<file path="src/rtl/cla_pkg.sv">
// Shared types and constants for the sequential carry-lookahead adder controller.
package cla_pkg;

  typedef enum logic [1:0] {
    IDLE = 2'd0,
    RUN  = 2'd1,
    DONE = 2'd2
  } state_e;

  localparam int unsigned CLA_SLICE_W = 4;

  // Counter width for n slices; never below one bit so a single-slice build still has a counter.
  function automatic int unsigned clog2(input int unsigned n);
    int unsigned w;
    w = 1;
    while ((32'd1 << w) < n) w++;
    return w;
  endfunction

endpackage

</file>
<file path="src/rtl/cla_seq_adder_ctrl_if.sv">
// Operand/result handshake bundle for cla_seq_adder_ctrl; out_ovf exists only with CLA_SEQ_OVF_EN.
interface cla_seq_adder_ctrl_if #(
  parameter int unsigned WIDTH = 16
);

  logic             in_valid;
  logic             in_ready;
  logic [WIDTH-1:0] in_a;
  logic [WIDTH-1:0] in_b;
  logic             in_cin;
  logic             out_valid;
  logic             out_ready;
  logic [WIDTH-1:0] out_sum;
  logic             out_cout;
  logic             busy;
`ifdef CLA_SEQ_OVF_EN
  logic             out_ovf;
`endif

  modport slave (
    input  in_valid, in_a, in_b, in_cin, out_ready,
    output in_ready, out_valid, out_sum, out_cout, busy
`ifdef CLA_SEQ_OVF_EN
    , output out_ovf
`endif
  );

  modport master (
    output in_valid, in_a, in_b, in_cin, out_ready,
    input  in_ready, out_valid, out_sum, out_cout, busy
`ifdef CLA_SEQ_OVF_EN
    , input out_ovf
`endif
  );

endinterface

</file>
<file path="src/rtl/cla.sv">
// Existing 4-bit carry-lookahead adder slice, purely combinational.
module cla (
  input  logic [3:0] a,
  input  logic [3:0] b,
  input  logic       ci,
  output logic [3:0] s,
  output logic       co
);

  logic [3:0] g;
  logic [3:0] p;
  logic [4:0] c;

  assign g = a & b;
  assign p = a ^ b;

  // Every carry is expanded directly from generate/propagate terms, no ripple.
  assign c[0] = ci;
  assign c[1] = g[0] | (p[0] & ci);
  assign c[2] = g[1] | (p[1] & g[0]) | (p[1] & p[0] & ci);
  assign c[3] = g[2] | (p[2] & g[1]) | (p[2] & p[1] & g[0]) | (p[2] & p[1] & p[0] & ci);
  assign c[4] = g[3] | (p[3] & g[2]) | (p[3] & p[2] & g[1]) | (p[3] & p[2] & p[1] & g[0])
              | (p[3] & p[2] & p[1] & p[0] & ci);

  assign s  = p ^ c[3:0];
  assign co = c[4];

endmodule

</file>
<file path="src/rtl/cla_seq_adder_ctrl.sv">
// Adds two WIDTH-bit operands one 4-bit cla slice per clock, low slice first.
// Optional signed-overflow flag is built when CLA_SEQ_OVF_EN is defined.
module cla_seq_adder_ctrl
  import cla_pkg::*;
#(
  parameter int unsigned WIDTH = 16
) (
  input  logic                 clk,
  input  logic                 rst_n,
  cla_seq_adder_ctrl_if.slave  bus
);

  localparam int unsigned    NSLICE = WIDTH / CLA_SLICE_W;
  localparam int unsigned    CNT_W  = clog2(NSLICE);
  localparam logic [CNT_W-1:0] LAST = CNT_W'(NSLICE - 1);

  generate
    if (((WIDTH % CLA_SLICE_W) != 0) || (WIDTH < CLA_SLICE_W)) begin : g_width_chk
      $error("cla_seq_adder_ctrl: WIDTH must be a multiple of 4 and at least 4");
    end
  endgenerate

  state_e             state, state_d;
  logic [CNT_W-1:0]   cnt;
  logic [WIDTH-1:0]   a_sr, b_sr, res_sr;
  logic               carry;

  logic               in_ready_q, out_valid_q, out_cout_q, busy_q;
  logic [WIDTH-1:0]   out_sum_q;
  logic               in_ready_d, out_valid_d, out_cout_d, busy_d;
  logic [WIDTH-1:0]   out_sum_d;
  logic               accept, step, finish, retire;

  logic [3:0]         slice_s;
  logic               slice_co;
  logic [WIDTH-1:0]   res_shift;

  cla u_cla (
    .a  (a_sr[3:0]),
    .b  (b_sr[3:0]),
    .ci (carry),
    .s  (slice_s),
    .co (slice_co)
  );

  // New sum nibble enters at the top so the low slice ends up at bit 0 after NSLICE steps.
  assign res_shift = (res_sr >> CLA_SLICE_W) | (WIDTH'(slice_s) << (WIDTH - CLA_SLICE_W));

`ifdef CLA_SEQ_OVF_EN
  logic a_top, b_top, ovf_q, ovf_d;
`endif

  always_ff @(posedge clk or negedge rst_n) begin
    if (!rst_n) state <= IDLE;
    else        state <= state_d;
  end

  always_comb begin
    state_d     = state;
    accept      = 1'b0;
    step        = 1'b0;
    finish      = 1'b0;
    retire      = 1'b0;
    out_sum_d   = out_sum_q;
    out_cout_d  = out_cout_q;
`ifdef CLA_SEQ_OVF_EN
    ovf_d       = ovf_q;
`endif
    case (state)
      IDLE: begin
        if (bus.in_valid && in_ready_q) begin
          accept  = 1'b1;
          state_d = RUN;
        end
      end
      RUN: begin
        step = 1'b1;
        if (cnt == LAST) begin
          finish  = 1'b1;
          state_d = DONE;
        end
      end
      DONE: begin
        if (bus.out_ready) begin
          retire  = 1'b1;
          state_d = IDLE;
        end
      end
      default: state_d = IDLE;
    endcase

    // Result outputs are loaded on the final slice and zeroed once consumed.
    if (finish) begin
      out_sum_d  = res_shift;
      out_cout_d = slice_co;
`ifdef CLA_SEQ_OVF_EN
      ovf_d      = (a_top == b_top) && (slice_s[3] != a_top);
`endif
    end else if (retire) begin
      out_sum_d  = '0;
      out_cout_d = 1'b0;
`ifdef CLA_SEQ_OVF_EN
      ovf_d      = 1'b0;
`endif
    end

    in_ready_d  = (state_d == IDLE);
    out_valid_d = (state_d == DONE);
    busy_d      = (state_d != IDLE);
  end

  // Datapath: operand/result shift registers, slice counter and inter-slice carry.
  always_ff @(posedge clk or negedge rst_n) begin
    if (!rst_n) begin
      cnt    <= '0;
      a_sr   <= '0;
      b_sr   <= '0;
      res_sr <= '0;
      carry  <= 1'b0;
    end else if (accept) begin
      cnt    <= '0;
      a_sr   <= bus.in_a;
      b_sr   <= bus.in_b;
      res_sr <= '0;
      carry  <= bus.in_cin;
    end else if (step) begin
      cnt    <= cnt + CNT_W'(1);
      a_sr   <= a_sr >> CLA_SLICE_W;
      b_sr   <= b_sr >> CLA_SLICE_W;
      res_sr <= res_shift;
      carry  <= slice_co;
    end
  end

  always_ff @(posedge clk or negedge rst_n) begin
    if (!rst_n) begin
      in_ready_q  <= 1'b1;
      out_valid_q <= 1'b0;
      out_sum_q   <= '0;
      out_cout_q  <= 1'b0;
      busy_q      <= 1'b0;
    end else begin
      in_ready_q  <= in_ready_d;
      out_valid_q <= out_valid_d;
      out_sum_q   <= out_sum_d;
      out_cout_q  <= out_cout_d;
      busy_q      <= busy_d;
    end
  end

`ifdef CLA_SEQ_OVF_EN
  // Operand sign bits are gone from the shift registers by the last slice, so keep copies.
  always_ff @(posedge clk or negedge rst_n) begin
    if (!rst_n) begin
      a_top <= 1'b0;
      b_top <= 1'b0;
      ovf_q <= 1'b0;
    end else begin
      if (accept) begin
        a_top <= bus.in_a[WIDTH-1];
        b_top <= bus.in_b[WIDTH-1];
      end
      ovf_q <= ovf_d;
    end
  end

  assign bus.out_ovf = ovf_q;
`endif

  assign bus.in_ready  = in_ready_q;
  assign bus.out_valid = out_valid_q;
  assign bus.out_sum   = out_sum_q;
  assign bus.out_cout  = out_cout_q;
  assign bus.busy      = busy_q;

endmodule

</file>
<file path="src/flat_wrapper.sv">
// flat-port wrapper written by rule: the top's interface ports become plain ports
module cla_seq_adder_ctrl_flat import cla_pkg::*;
#(
  parameter int unsigned WIDTH = 16
)
  (clk, rst_n, bus_in_valid, bus_in_a, bus_in_b, bus_in_cin, bus_out_ready, bus_in_ready, bus_out_valid, bus_out_sum, bus_out_cout, bus_busy);
  cla_seq_adder_ctrl_if #(.WIDTH(WIDTH)) bus_i ();
  input  logic clk;
  input  logic rst_n;
  input wire logic [$bits(bus_i.in_valid)-1:0] bus_in_valid;
  input wire logic [$bits(bus_i.in_a)-1:0] bus_in_a;
  input wire logic [$bits(bus_i.in_b)-1:0] bus_in_b;
  input wire logic [$bits(bus_i.in_cin)-1:0] bus_in_cin;
  input wire logic [$bits(bus_i.out_ready)-1:0] bus_out_ready;
  output wire logic [$bits(bus_i.in_ready)-1:0] bus_in_ready;
  output wire logic [$bits(bus_i.out_valid)-1:0] bus_out_valid;
  output wire logic [$bits(bus_i.out_sum)-1:0] bus_out_sum;
  output wire logic [$bits(bus_i.out_cout)-1:0] bus_out_cout;
  output wire logic [$bits(bus_i.busy)-1:0] bus_busy;
  assign bus_i.in_valid = bus_in_valid;
  assign bus_i.in_a = bus_in_a;
  assign bus_i.in_b = bus_in_b;
  assign bus_i.in_cin = bus_in_cin;
  assign bus_i.out_ready = bus_out_ready;
  assign bus_in_ready = bus_i.in_ready;
  assign bus_out_valid = bus_i.out_valid;
  assign bus_out_sum = bus_i.out_sum;
  assign bus_out_cout = bus_i.out_cout;
  assign bus_busy = bus_i.busy;
  cla_seq_adder_ctrl #(.WIDTH(WIDTH)) u_core (.clk(clk), .rst_n(rst_n), .bus(bus_i));
endmodule
</file>
<file path="config.mk">
export PLATFORM = sky130hd
export DESIGN_NAME = cla_seq_adder_ctrl_flat
export DESIGN_NICKNAME = d
export VERILOG_FILES = /design/src/rtl/cla_pkg.sv /design/src/rtl/cla_seq_adder_ctrl_if.sv /design/src/rtl/cla.sv /design/src/rtl/cla_seq_adder_ctrl.sv /design/src/flat_wrapper.sv
export SDC_FILE = /design/constraint.sdc
export NUM_CORES = 1
export LEC_CHECK = 0
export CAP_MARGIN = 40
export CORE_MARGIN = 3
export CORE_UTILIZATION = 51
export DETAILED_ROUTE_END_ITERATION = 16
export PLACE_DENSITY = 0.88
export REMOVE_ABC_BUFFERS = 1
export SYNTH_ARGS = -nofsm -noshare
export SYNTH_HDL_FRONTEND = slang
export SYNTH_SLANG_ARGS = --single-unit
</file>
<file path="constraint.sdc">
create_clock -name clk -period 2.1 [get_ports clk]
set_clock_uncertainty 0.2 [all_clocks]
set_input_delay 0.315 -clock clk [delete_from_list [all_inputs] [get_ports clk]]
set_output_delay 0.315 -clock clk [all_outputs]
set_load 0.05 [all_outputs]
</file>
=== Word-level counts from Yosys, hierarchy flattened ===
Index checks and enable logic that the tools add are counted.

* Flip-flop bits (word level): 73
* Output and inout bits: 20

* Bitwise operators: 30
* Reductions and logical operators: 6
* Equal/unequal tests: 4
* Add/sub/neg operators: 1
* Mux-type cells: 25

{| class="wikitable"
|+ Operator list
! kind !! count
|-
| $mux W16 || 8
|-
| $and A1 B1 Y1 || 16
|-
| $or A12 B16 Y16 || 1
|-
| $mux W1 || 11
|-
| $mux W2 || 5
|-
| $or A1 B1 Y1 || 10
|-
| $xor A4 B4 Y4 || 2
|-
| $eq A2 B2 Y1 const B || 3
|-
| $pmux W2 S3 || 1
|-
| $reduce_bool A2 Y1 || 3
|-
| $and A4 B4 Y4 || 1
|-
| $logic_not A2 Y1 || 2
|-
| $add A2 B1 Y2 const B || 1
|-
| $eq A2 B1 Y1 const B || 1
|-
| $logic_and A1 B1 Y1 || 1
|}

=== Depth between registers and ports, before layout ===
Gate-level depths: netlist of run 1.

* Depth after elaboration: 9
* Gate-level depth with buffers: 6
* Mapped depth without buffers: 5

=== Hierarchy ===
Synthesis of run 1 repeated with hierarchy kept, for this count alone.

* Cells, all modules: 267
* Area, all modules: 2990.4 um2

{| class="wikitable"
|+ By module, submodules not included
! module !! sequential area each (um2) !! times used !! cells each !! area an instance (um2)
|-
| cla_seq_adder_ctrl || 1727.9 || 1 || 250 || 2842.7
|-
| cla || 0.0 || 1 || 17 || 147.6
|}

=== Worst setup path after synthesis of run 1 ===
OpenSTA, ideal clock, no wires.

* Path type: flip-flop to flip-flop
* From: register u_core.in_ready_q, in the netlist u_core.bus.in_ready
* To: register u_core.carry
* Cell stages (with the launch flop): 7
* Period minus slack after synthesis: 1859 ps
* Buffers on the path: 2
* Arrival time: 1535 ps
* Setup time: 124 ps
* Slack: 241 ps
* Path through: dfstp_2 -> nor4bb_1 -> buf_2 -> nor2_1 -> buf_2 -> a21oi_1 -> o21ai_1

* Word-level cells in the longest chain between the ends: 4

{| class="wikitable"
|+ RTL lines
! element !! RTL line !! RTL
|-
| from (decl) || cla_seq_adder_ctrl.sv:28 || <nowiki>logic in_ready_q, out_valid_q, out_cout_q, busy_q;</nowiki>
|-
| from (signal assigned) || cla_seq_adder_ctrl.sv:143 || <nowiki>in_ready_q <= in_ready_d;</nowiki>
|-
| $logic_and A1 B1 Y1 * || cla_seq_adder_ctrl.sv:71 || <nowiki>if (bus.in_valid && in_ready_q) begin</nowiki>
|-
| $mux W1 * || cla_seq_adder_ctrl.sv:71 ||
|-
| $mux W1 * || cla_seq_adder_ctrl.sv:69 || <nowiki>case (state)</nowiki>
|-
| $mux W1 or $reduce_bool A2 Y1 (tied branches) || - ||
|-
| to (signal assigned) || cla_seq_adder_ctrl.sv:125 || <nowiki>carry <= bus.in_cin;</nowiki>
|-
| to (signal assigned) || cla_seq_adder_ctrl.sv:131 || <nowiki>carry <= slice_co;</nowiki>
|-
| to (decl) || cla_seq_adder_ctrl.sv:26 || <nowiki>logic carry;</nowiki>
|}

Mark *: on every way between the ends. The rest lies on a longest branch, timed or not.
A chain may end at the register's enable or synchronous reset.

=== Final worst setup path of run 1 ===
* From: register u_core.out_sum_q[12], in the netlist u_core.bus.out_sum[12]
* To: output bus_out_sum[12]

{| class="wikitable"
|+ RTL lines
! element !! RTL line !! RTL
|-
| from (decl) || cla_seq_adder_ctrl.sv:29 || <nowiki>logic [WIDTH-1:0] out_sum_q;</nowiki>
|-
| from (signal assigned) || cla_seq_adder_ctrl.sv:145 || <nowiki>out_sum_q <= out_sum_d;</nowiki>
|-
| to (decl) || flat_wrapper.sv:17 || <nowiki>output wire logic [$bits(bus_i.out_sum)-1:0] bus_out_sum;</nowiki>
|}

No word-level cell between the ends.

==> reports/summary.md, run 1 <==
The run finished with clean final reports. For this block, the routed nets add up to 6120 microns of wire. The run gives 0 as the final count of pins violating max slew. The tree is rooted in a clkbuf_8.

The total clock sinks was 69. The final antenna-violating net count was 0; the clock period minus worst slack was 2.05 ns. The net count of the finished layout is 387. The first global-routing pass estimated 10300 microns of wire.

The final route contains 2252 vias. The tools report the worst-case clock buffer depth as 2. The die outline area was 0.00670 sq mm; the number of flops mapped to enable cells by yosys was 0. After detailed routing, the average wire length per cell comes to 14.6 microns. The met2 routing resource usage after global routing is 33.5%, and the via count of the first global-routing pass is 2224. Cells with a size suffix above 1 make up 9.77% of the layout. Setup violations remaining at the end of the flow were counted as 0. Setup repair after global routing left no endpoint under its margin.

The number of inserted diodes was 0; the critical path data required time was 1.58 ns. The mapped cell area was 0.00294 sq mm. The busiest metal layer after global routing is met2.

The biggest area contributor in the post-synthesis netlist is dfrtp_1. Buffers inserted during clock tree synthesis total 9. The first-pass iteration count of the detailed router is 5, and the area added between synthesis and finish is 30.5%.

The largest stage delay on the critical path is 0.82 ns. The tools report the share of the core filled with cells as 69.2%. In this run the critical register-to-register path is launched from u_core.state[1]. Following the worst setup path forward leads to its endpoint at bus_out_sum[12]. Most common cell in the synthesized netlist: nand2_1. After clock tree synthesis, the setup repair step added 0 buffers. For this run, asynchronously set or reset flops after synthesis account for 100%.

In the routed layout, each cell is associated on average with a via count of 5.36. The die is 81.9 microns tall. The core area was 0.00554 sq mm; the total global routing overflow was 0. The flop and latch count out of synthesis works out to 69. The worst reg2reg path endpoint was u_core.bus.out_cout. The portion of synthesized cell area occupied by the leading cell type is 57.9%, and the total I/O pin count is 57. The number of I/O port buffers was 56.

The power per cell area works out to 1570 mW/mm^2. The setup path with the least slack is of type register to output pin. For the HPWL after detailed placement, the log shows 4080 microns. The launching element type of the critical path was a register.

For this design the static power due to leakage is 1.80 nW. On the critical path the largest part of the delay comes from buffers and inverters. The classification of the worst-slack hold path was register to register. TritonCTS built the clock tree. Measured in cells, the most critical reg-to-reg path has a length of 5.

The critical path depth was 1; the horizontal die dimension was 81.9 microns. The tools report the share of synthesized area occupied by flip-flops and latches as 58.8%. In this run the register-to-register setup slack is 0.25 ns.

Traced cell by cell, the critical path runs through clkdlybuf4s50_1. The instance area after placement is 0.00361 sq mm, and the final hold violation count is 0. The worst pin sits at a relative slew slack of 65.6%. The most frequently used flop master after synthesis was dfrtp_1. The number of antenna violations at the first check in global routing is 0, and the mean instance size in the synthesized netlist is 10.3 sq um. Among all stages on the critical path, the largest delay is contributed by clkdlybuf4s50_1. The final critical path takes up 97.5% of the cycle.

The critical path starts at u_core.bus.out_sum[12]. The tools report the DRC violations left as 0. After technology mapping, the gate count stands at 284. The logs give 102 for the first-iteration detailed-routing DRC count and 3 for the number of H-tree branching levels. The final non-filler cell area is 0.00383 sq mm, and the initial core utilization is 53.0%. Entering global routing, the biggest net connects 70 pins. The transition time at the pin with the least slew margin is 0.515 ns. Global routing consumed, over all layers together, 20.4% of the routing resources. Peak ir drop on the vdd network: 0.000832 V. The synthesized netlist contains 31 unique library cells. At the worst endpoint, the arrival time is 1.53 ns.

After synthesis, the cell types taking the most area are dfrtp_1 (58%), nand2_1 (11%), o21ai_1 (4.4%). The worst setup path is captured at an output pin. Row generation in the floorplan step produced 27 rows. The global-route met3 utilization is 5.59%, and the total buffers and inverters traversed by the critical path is 1. The global-route met1 utilization was 25.3%; the Yosys warning count was 0. The maximum fanout count along the critical path was 2. Counting instances in the post-synthesis netlist gives the leading cell types as nand2_1 (87), dfrtp_1 (68), o21ai_1 (26), a22oi_1 (17).

The max-cap violation count is 0, and the clock latency on the worst-skew pair is 0.34 ns. Routability-driven placement finished with a final weighted congestion of 0.793. Derived from the worst setup path, the maximum achievable clock frequency is 488 MHz. The clock-pin transition on the worst setup and hold timing paths was 0.07 ns.
-- cells by family after synthesis --
kind of cell / share of synthesized area (%)
adders and majority gates: 3.24
AOI/OAI and AO/OA: 17.3
buffers and inverters: 4.22
DFF: 58.8
muxes: 1.70
xor gates and xnor gates: 0.895
and+or+nand+nor: 13.8
-- worst register-to-register path: stages, from the launching register on --
cell     delay, ns
dfrtp_1       0.51
nor2b_2       0.21
buf_4         0.27
nand2_1       0.24
o22ai_1       0.20
o22ai_1       0.10
-- per-stage QoR --
stage	instances	setup slack (ns)	setup TNS [ns]	total power (W)	hold slack, ns
after floorplan	265	-5.17	-212.29	0.00397	-0.181
after global placement	403	0.235	0	0.00479	0.158
after detailed placement	403	0.211	0	0.00492	0.179
after CTS	420	0.0174	0	0.00606	0.280
after global routing	420	0.0129	0	0.00644	0.299
final	420	0.0522	0	0.00601	0.278
-- cells in the final DEF (no fill, tap or decap), types with 2 or more instances in the layout --
master / netlist / final
nand2_1: 87 / 87
dfrtp_1: 68 / 68
clkdlybuf4s50_1: 0 / 52
o21ai_1: 26 / 26
a22oi_1: 17 / 17
a22o_1: 12 / 12
clkbuf_8: 0 / 11
buf_4: 0 / 8
a21oi_1: 7 / 7
o22ai_1: 6 / 6
ha_1: 6 / 6
inv_1: 5 / 5
mux2i_1: 5 / 5
nor2_1: 4 / 4
o2bb2ai_1: 4 / 4
buf_12: 0 / 3
nand3_1: 2 / 2
xnor2_1: 2 / 2
clkinvlp_4: 0 / 2
dlymetal6s2s_1: 0 / 2
-- power by group --
group          internal, W  switching [W]  leakage, nW
Sequential         0.00187       0.000331        0.894
Combinational      0.00107        0.00163        0.808
Clock             0.000613       0.000497        0.102
-- per-layer routing --
metal,share of wire [%],up-vias
met4,1.6,0
met5,0,-
li1,-,1097
met1,43,1079
met3,5.0,12
met2,50,64
-- how the worst min path moves through the flow --
stage	startpoint	end	slack [ns]	cells past startpoint
6_report	u_core.a_sr[5]	u_core.a_sr[5]	0.28	2
4_1_cts	u_core.a_sr[5]	u_core.a_sr[5]	0.28	2
3_5_place_dp	rst_n	u_core.bus.out_sum[2]	0.18	2
2_1_floorplan	rst_n	u_core.a_sr[0]	-0.18	0
5_1_grt	u_core.a_sr[9]	u_core.a_sr[9]	0.30	2
3_3_place_gp	rst_n	u_core.bus.out_sum[1]	0.16	2
-- cell type report --
class                   count  area [sq um]
flip-flops and latches     69          1730
well taps                  72          90.1
clock buffers              11           151
clock inverters             5          58.8
multi-input cells         190          1100
repair buffers             67           681
inverters                   6          22.5
fillers                   433          1710
-- flip-flops by register name, indices dropped and copies added (netlist names) --
register              cells
u_core.a_sr              16
u_core.b_sr              16
u_core.bus.busy           1
u_core.bus.in_ready       1
u_core.bus.out_cout       1
u_core.bus.out_sum       16
u_core.bus.out_valid      1
u_core.carry              1
u_core.cnt                2
u_core.res_sr            12
u_core.state              2
-- what timing repair did --
item / 4_1_cts / 5_1_grt
setup endpoints to repair: 0 / 2
endpoints found under the hold margin: 68 / 0
hold buffers: 1 / 0
gates resized for setup: 0 / 2
Power figures use the tool's default switching activity.
==> inputs of run 2 (changes only) <==
--- a/config.mk
+++ b/config.mk
@@ -14,3 +14,4 @@
 export SYNTH_ARGS = -nofsm -noshare
 export SYNTH_HDL_FRONTEND = slang
 export SYNTH_SLANG_ARGS = --single-unit
+export TNS_END_PERCENT = 20
==> results of run 2 <==
No change in the layout: final DEF, timing and power equal those of run 1.
